--- src/rtl/axi_slv_rd.sv ---
// axi_slv_rd - AXI read-side slave responder.
//
// Accepts AR requests into an in-order FIFO and answers each with a burst of
// R beats. Beat data is the beat byte address zero-extended, so a master can
// check reassembly without a backing memory. FIXED, INCR and WRAP addressing
// are supported. Per-beat responses: SLVERR for a malformed WRAP (bad length
// or unaligned start) or a reserved burst type, DECERR at or above ADDR_LIMIT,
// otherwise OKAY.
//
// Ports:
//   clk, rst                 clock, asynchronous active-high reset
//   axi_slv_ar*              AR channel (id, addr, len, size, burst, user,
//                            valid in; ready out)
//   axi_slv_r*               R channel (id, data, resp, user, last, valid
//                            out; ready in)
module axi_slv_rd #(
    parameter int unsigned AXI_ID_WIDTH    = 4,
    parameter int unsigned AXI_ADDR_WIDTH  = 32,
    parameter int unsigned AXI_DATA_WIDTH  = 64,
    parameter int unsigned AXI_LEN_WIDTH   = 8,
    parameter int unsigned AXI_SIZE_WIDTH  = 3,
    parameter int unsigned AXI_BURST_WIDTH = 2,
    parameter int unsigned AXI_RESP_WIDTH  = 2,
    parameter int unsigned AXI_USER_WIDTH  = 4,
    parameter int unsigned AR_DEPTH        = 4,
    parameter int unsigned RD_LATENCY      = 2,
    parameter logic [AXI_ADDR_WIDTH-1:0] ADDR_LIMIT = 'h1000
) (
    input  logic                       clk,
    input  logic                       rst,
    input  logic [AXI_ID_WIDTH-1:0]    axi_slv_arid,
    input  logic [AXI_ADDR_WIDTH-1:0]  axi_slv_araddr,
    input  logic [AXI_LEN_WIDTH-1:0]   axi_slv_arlen,
    input  logic [AXI_SIZE_WIDTH-1:0]  axi_slv_arsize,
    input  logic [AXI_BURST_WIDTH-1:0] axi_slv_arburst,
    input  logic [AXI_USER_WIDTH-1:0]  axi_slv_aruser,
    input  logic                       axi_slv_arvalid,
    output logic                       axi_slv_arready,
    output logic [AXI_ID_WIDTH-1:0]    axi_slv_rid,
    output logic [AXI_DATA_WIDTH-1:0]  axi_slv_rdata,
    output logic [AXI_RESP_WIDTH-1:0]  axi_slv_rresp,
    output logic [AXI_USER_WIDTH-1:0]  axi_slv_ruser,
    output logic                       axi_slv_rlast,
    output logic                       axi_slv_rvalid,
    input  logic                       axi_slv_rready
);

    localparam logic [AXI_BURST_WIDTH-1:0] BURST_FIXED = AXI_BURST_WIDTH'(0);
    localparam logic [AXI_BURST_WIDTH-1:0] BURST_WRAP  = AXI_BURST_WIDTH'(2);
    localparam logic [AXI_BURST_WIDTH-1:0] BURST_RSVD  = AXI_BURST_WIDTH'(3);

    localparam logic [AXI_RESP_WIDTH-1:0] RESP_OKAY   = AXI_RESP_WIDTH'(0);
    localparam logic [AXI_RESP_WIDTH-1:0] RESP_SLVERR = AXI_RESP_WIDTH'(2);
    localparam logic [AXI_RESP_WIDTH-1:0] RESP_DECERR = AXI_RESP_WIDTH'(3);

    localparam int unsigned PTR_W = (AR_DEPTH > 1) ? $clog2(AR_DEPTH) : 1;
    localparam int unsigned CNT_W = $clog2(AR_DEPTH + 1);
    localparam int unsigned LAT_W = (RD_LATENCY > 0) ? $clog2(RD_LATENCY + 1) : 1;

    typedef enum logic [1:0] {
        ST_IDLE,
        ST_WAIT,
        ST_BURST
    } state_t;

    typedef struct packed {
        logic [AXI_ID_WIDTH-1:0]    id;
        logic [AXI_ADDR_WIDTH-1:0]  addr;
        logic [AXI_LEN_WIDTH-1:0]   len;
        logic [AXI_SIZE_WIDTH-1:0]  size;
        logic [AXI_BURST_WIDTH-1:0] burst;
        logic [AXI_USER_WIDTH-1:0]  user;
    } ar_req_t;

    // ------------------------------------------------------------------
    // AR request FIFO
    // ------------------------------------------------------------------
    ar_req_t          fifo_mem [AR_DEPTH];
    logic [PTR_W-1:0] wr_ptr;
    logic [PTR_W-1:0] rd_ptr;
    logic [CNT_W-1:0] fifo_cnt;
    logic             fifo_full;
    logic             fifo_empty;
    logic             push;
    logic             pop;
    ar_req_t          ar_in;
    ar_req_t          head;

    state_t           state;

    assign ar_in = '{id:    axi_slv_arid,
                     addr:  axi_slv_araddr,
                     len:   axi_slv_arlen,
                     size:  axi_slv_arsize,
                     burst: axi_slv_arburst,
                     user:  axi_slv_aruser};

    assign fifo_full       = (fifo_cnt == CNT_W'(AR_DEPTH));
    assign fifo_empty      = (fifo_cnt == '0);
    assign axi_slv_arready = ~fifo_full;
    assign push            = axi_slv_arvalid & ~fifo_full;
    assign pop             = (state == ST_IDLE) & ~fifo_empty;
    assign head            = fifo_mem[rd_ptr];

    always_ff @(posedge clk) begin
        if (push) begin
            fifo_mem[wr_ptr] <= ar_in;
        end
    end

    always_ff @(posedge clk or posedge rst) begin
        if (rst) begin
            wr_ptr   <= '0;
            rd_ptr   <= '0;
            fifo_cnt <= '0;
        end else begin
            if (push) begin
                wr_ptr <= wr_ptr + 1'b1;
            end
            if (pop) begin
                rd_ptr <= rd_ptr + 1'b1;
            end
            case ({push, pop})
                2'b10:   fifo_cnt <= fifo_cnt + 1'b1;
                2'b01:   fifo_cnt <= fifo_cnt - 1'b1;
                default: fifo_cnt <= fifo_cnt;
            endcase
        end
    end

    // ------------------------------------------------------------------
    // Burst legality of the FIFO head, latched at pop so the whole burst
    // carries one error flag.
    // ------------------------------------------------------------------
    logic [AXI_ADDR_WIDTH-1:0] head_bytes_m1;
    logic                      head_len_ok;
    logic                      head_err;

    always_comb begin
        head_bytes_m1 = (AXI_ADDR_WIDTH'(1) << head.size) - 1'b1;
        head_len_ok   = (head.len == AXI_LEN_WIDTH'(1))  ||
                        (head.len == AXI_LEN_WIDTH'(3))  ||
                        (head.len == AXI_LEN_WIDTH'(7))  ||
                        (head.len == AXI_LEN_WIDTH'(15));
        head_err      = 1'b0;
        if (head.burst == BURST_WRAP) begin
            head_err = !head_len_ok || ((head.addr & head_bytes_m1) != '0);
        end else if (head.burst == BURST_RSVD) begin
            head_err = 1'b1;
        end
    end

    // ------------------------------------------------------------------
    // Active burst state and next-beat address
    // ------------------------------------------------------------------
    logic [AXI_ADDR_WIDTH-1:0]  cur_addr;
    logic [AXI_LEN_WIDTH-1:0]   cur_len;
    logic [AXI_SIZE_WIDTH-1:0]  cur_size;
    logic [AXI_BURST_WIDTH-1:0] cur_burst;
    logic                       cur_err;
    logic [AXI_LEN_WIDTH-1:0]   beat_cnt;
    logic [LAT_W-1:0]           lat_cnt;

    logic [AXI_ADDR_WIDTH-1:0]  bytes;
    logic [AXI_ADDR_WIDTH-1:0]  total_m1;
    logic [AXI_ADDR_WIDTH-1:0]  next_addr;

    always_comb begin
        bytes    = AXI_ADDR_WIDTH'(1) << cur_size;
        total_m1 = ((AXI_ADDR_WIDTH'(cur_len) + 1'b1) << cur_size) - 1'b1;
        if (cur_burst == BURST_FIXED) begin
            next_addr = cur_addr;
        end else if (cur_burst == BURST_WRAP) begin
            next_addr = (cur_addr & ~total_m1) | ((cur_addr + bytes) & total_m1);
        end else begin
            // INCR and the reserved encoding: align down, then step.
            next_addr = (cur_addr & ~(bytes - 1'b1)) + bytes;
        end
    end

    function automatic logic [AXI_RESP_WIDTH-1:0] beat_resp(
        input logic                      err,
        input logic [AXI_ADDR_WIDTH-1:0] addr
    );
        if (err) begin
            return RESP_SLVERR;
        end else if (addr >= ADDR_LIMIT) begin
            return RESP_DECERR;
        end else begin
            return RESP_OKAY;
        end
    endfunction

    // ------------------------------------------------------------------
    // Response FSM; all R outputs are registered here.
    // ------------------------------------------------------------------
    always_ff @(posedge clk or posedge rst) begin
        if (rst) begin
            state          <= ST_IDLE;
            lat_cnt        <= '0;
            beat_cnt       <= '0;
            cur_addr       <= '0;
            cur_len        <= '0;
            cur_size       <= '0;
            cur_burst      <= '0;
            cur_err        <= 1'b0;
            axi_slv_rid    <= '0;
            axi_slv_rdata  <= '0;
            axi_slv_rresp  <= '0;
            axi_slv_ruser  <= '0;
            axi_slv_rlast  <= 1'b0;
            axi_slv_rvalid <= 1'b0;
        end else begin
            case (state)
                ST_IDLE: begin
                    if (pop) begin
                        cur_addr      <= head.addr;
                        cur_len       <= head.len;
                        cur_size      <= head.size;
                        cur_burst     <= head.burst;
                        cur_err       <= head_err;
                        axi_slv_rid   <= head.id;
                        axi_slv_ruser <= head.user;
                        beat_cnt      <= '0;
                        lat_cnt       <= LAT_W'(RD_LATENCY);
                        state         <= ST_WAIT;
                    end
                end
                ST_WAIT: begin
                    if (lat_cnt == '0) begin
                        axi_slv_rvalid <= 1'b1;
                        axi_slv_rdata  <= AXI_DATA_WIDTH'(cur_addr);
                        axi_slv_rresp  <= beat_resp(cur_err, cur_addr);
                        axi_slv_rlast  <= (cur_len == '0);
                        state          <= ST_BURST;
                    end else begin
                        lat_cnt <= lat_cnt - 1'b1;
                    end
                end
                ST_BURST: begin
                    if (axi_slv_rready) begin
                        beat_cnt <= beat_cnt + 1'b1;
                        // rlast is the registered (beat_cnt == len) flag.
                        if (axi_slv_rlast) begin
                            axi_slv_rvalid <= 1'b0;
                            axi_slv_rlast  <= 1'b0;
                            state          <= ST_IDLE;
                        end else begin
                            cur_addr      <= next_addr;
                            axi_slv_rdata <= AXI_DATA_WIDTH'(next_addr);
                            axi_slv_rresp <= beat_resp(cur_err, next_addr);
                            axi_slv_rlast <= ((beat_cnt + 1'b1) == cur_len);
                        end
                    end
                end
                default: state <= ST_IDLE;
            endcase
        end
    end

endmodule

--- config.mk ---
export PLATFORM = sky130hd
export DESIGN_NAME = axi_slv_rd
export DESIGN_NICKNAME = d
export VERILOG_FILES = /design/src/rtl/axi_slv_rd.sv
export SDC_FILE = /design/constraint.sdc
export NUM_CORES = 1
export LEC_CHECK = 0
export CAP_MARGIN = 20
export CORE_ASPECT_RATIO = 2
export CORE_UTILIZATION = 58
export DETAILED_ROUTE_END_ITERATION = 10
export PLACE_DENSITY = 0.76
export SLEW_MARGIN = 0
export SYNTH_ARGS = -nofsm -noshare
export SYNTH_HDL_FRONTEND = slang
export SYNTH_SLANG_ARGS = --single-unit
--- constraint.sdc ---
create_clock -name clk -period 11.2 [get_ports clk]
set_input_delay 2.24 -clock clk [delete_from_list [all_inputs] [get_ports clk]]
set_output_delay 2.24 -clock clk [all_outputs]
set_load 0.03 [all_outputs]
==> results.yml <==
status:
  status: "finished, final reports clean"
critical_path:
  critical_path.max_fanout: 49
  rr_worst_depth: 16
  worst-path-buf-inv: 2
  cp.required_ps: 11650
  worstSetupPathDepth: 16
  crit_path_frequent_cell: "nand2_1"
  cp_cell_sequence: "buf_4 -> nor2_1 -> nand2_1 -> ha_1 -> inv_1 -> nand4_1 -> a311oi_2 -> a311oi_2 -> nor2_1 -> nand2_1 -> a21boi_2 -> nor4_2 -> o32ai_1 -> or4b_1 -> o31ai_2 -> nand2_1"
  arrival_ps: 6440
  endpoint_kind: "flop"
  slowest_stage: "a311oi_2"
  criticalPathCategory: "reg -> reg"
  path_delay_family: "simple AND/OR/NAND/NOR gates"
  cp-start-kind: "flop"
  cp_slowest_stage_delay_ps: 730
timing:
  tightest_slew_ps: 1170
  min_period_over_period_pct: 53.5
  setup_viol: 0
  slew_headroom_pct: 20.9
  slew_viol_final: 0
  rsz0062_at_grt: "no"
  period_minus_slack_ps: 6000
  hold_violations: 0
  skew_ps: 22.0
  setup-tns-final_ps: 0
  max_freq_mhz: 167
global_routing:
  antenna_found_initial: 1
  gr-usage-all-layers_pct: 36.1
  grt_max_degree: 66
  overflow: 0
  grt_first_pass_wirelength_mm: 78.3
  grt_pass1_vias: 12800
place:
  port_buffers: 101
  gp_congestion: 1.00
  dp_hpwl_mm: 35.7
floorplanning:
  io_pins: 134
  rows: 88
  die_width_um: 123
  initial_utilization_pct: 58.9
  core_um2: 28800
  die_area_um2: 30000
  die_y_um: 244
clock_tree:
  cts_tree: "yes"
  cts-buffers-inserted: 27
  cts_num_sinks: 321
  h-tree-depth: 1
  cts-root-buf: "clkbuf_16"
  cts-resized-gates: 0
  post_cts_buffers: 0
  insertion_delay_ps: 570
  clkTransAtPathRegs_ps: 70
  cts_hold_buffers: 0
  cts.path.max_buffers: 3
worst_hold_path:
  hold_depth: 1
  min-delay-path-class: "reg -> reg"
routing:
  vias: 12700
  post_drt_wl_per_cell_um: 26.6
  drc: 0
  drt-initial-drc-count: 1068
  drt-pass1-iter-count: 7
  ant_nets: 0
  wirelength_mm: 51.6
  via_per_inst: 6.51
yosys:
  syn_inst: 1500
  yosys.area.top_type: "edfxtp_1"
  ys_warn_count: 0
  synth_edf_count: 212
  syn_avg_cell_area_um2: 11.3
  seq_area_frac_synth_pct: 53.5
  synth_ff_type: "edfxtp_1"
  async_flop_share_pct: 34.0
  synth_top_area_share_pct: 37.5
  synth_area_leaders: "edfxtp_1, dfrtp_1, mux4_2"
  synth_most_common_cell: "edfxtp_1"
  ys_ff_latch: 321
  netlist_area_um2: 17000
  synth_cell_types: 99
  synth_common_cells: "edfxtp_1, nand2_1, dfrtp_1"
flow_run:
  max_cap_viol_count: 0
power_and_ir_drop:
  peakVddDrop_uv: 220
  p_leak_nw: 7.02
  finalPower_mw: 5.93
  power_density_nw_per_um2: 311
layout:
  nNetsFinal: 1647
  layout-drive-gt1-share_pct: 10.7
  multiInputGateArea_um2: 7200
  antenna_cells: 0
  syn2layout_area_growth_pct: 12.4
  num-fill-cells: 2200
  register_area_um2: 9100
-- sequential cells by signal, summed over array words and instances (netlist names), 4 cells and up --
register / count
fifo_mem: 212
axi_slv_rdata: 32
cur_addr: 32
beat_cnt: 8
cur_len: 8
axi_slv_rid: 4
axi_slv_ruser: 4
-- layout by cell type (no fill, tap or decap), types with 12 or more instances in the layout --
cell type / n
edfxtp_1: 212
nand2_1: 198
dfrtp_1: 107
clkdlybuf4s50_1: 101
nor2_1: 98
o21ai_0: 91
a21oi_1: 87
mux4_2: 53
nand3_1: 43
xnor2_1: 40
inv_1: 38
conb_1: 32
clkbuf_16: 28
ha_1: 26
buf_4: 25
nor3_1: 22
and3_1: 21
a211oi_1: 20
xor2_1: 17
nor2b_1: 16
nand2b_1: 16
o31ai_1: 16
a31oi_1: 16
nor4_1: 16
and2_1: 15
nand4_1: 12
-- final timing paths --
path                            slack (ps)                     startpoint                             to
worst max-delay path                  5200        cur_size[1]$_DFFE_PP0P_   axi_slv_rresp[1]$_DFFE_PP0P_
max in group asynchronous             7760                            rst   axi_slv_rdata[8]$_DFFE_PP0P_
worst min register to register         470  axi_slv_rdata[18]$_DFFE_PP0P_  axi_slv_rdata[18]$_DFFE_PP0P_
worst max register to register        5200        cur_size[1]$_DFFE_PP0P_   axi_slv_rresp[1]$_DFFE_PP0P_
min in group asynchronous             2120                            rst         cur_len[5]$_DFFE_PP0P_
worst min-delay path                   470  axi_slv_rdata[18]$_DFFE_PP0P_  axi_slv_rdata[18]$_DFFE_PP0P_
-- final cells by class --
cell class / count / area share [%]
Timing Repair Buffer: 129 / 6.39
Clock buffer: 39 / 4.30
Inverter: 39 / 0.779
Multi-Input combinational cell: 1044 / 37.7
Tap cell: 360 / 2.36
Sequential cell: 321 / 47.6
Clock inverter: 10 / 0.858
-- layer usage --
metal | global-route usage [%] | up-vias | routed length, um | share of wire (%)
met3 | 10.8 | 204 | 4180 | 8.1
met4 | 27.1 | 2 | 4450 | 8.6
met5 | 0 | - | 13 | 0.025
met2 | 59.4 | 557 | 25800 | 50
met1 | 38.4 | 6217 | 17100 | 33
li1 | - | 5670 | - | -
-- logic make-up (layout without fill, tap and decap cells) --
kind of cell	count (synthesis)	count (layout)	share of synthesized area, %
and+or+nand+nor	518	518	15.2
AOI/OAI and AO/OA	346	346	13.7
DFF	321	321	53.5
buffers and inverters	166	217	4.87
muxes	62	62	7.58
xor gates and xnor gates	58	58	3.03
adders and majority gates	28	28	2.15
other	1	32	0.0221
-- metrics by stage --
stage	instance area [um^2]	instances	setup WS, ps	util [%]	hold WS (ps)
after detailed placement	18100	1890	5400	62.7	467
after global routing	19100	1942	4930	66.2	509
after global placement	18100	1890	5550	62.7	457
after CTS	19100	1939	5360	66.1	480
final	19100	1942	5200	66.2	473
after floorplan	17100	1531	6090	-	444
-- power by group --
part           leakage [nW]  total, mW  internal [mW]  switching (mW)
clock                 0.484       1.02          0.587           0.435
combinational          3.25       2.93           1.04            1.88
sequential             3.29       1.98           1.62           0.359
total                  7.02       5.93           3.25            2.68
No activity file was read; power rests on OpenSTA's default activity.
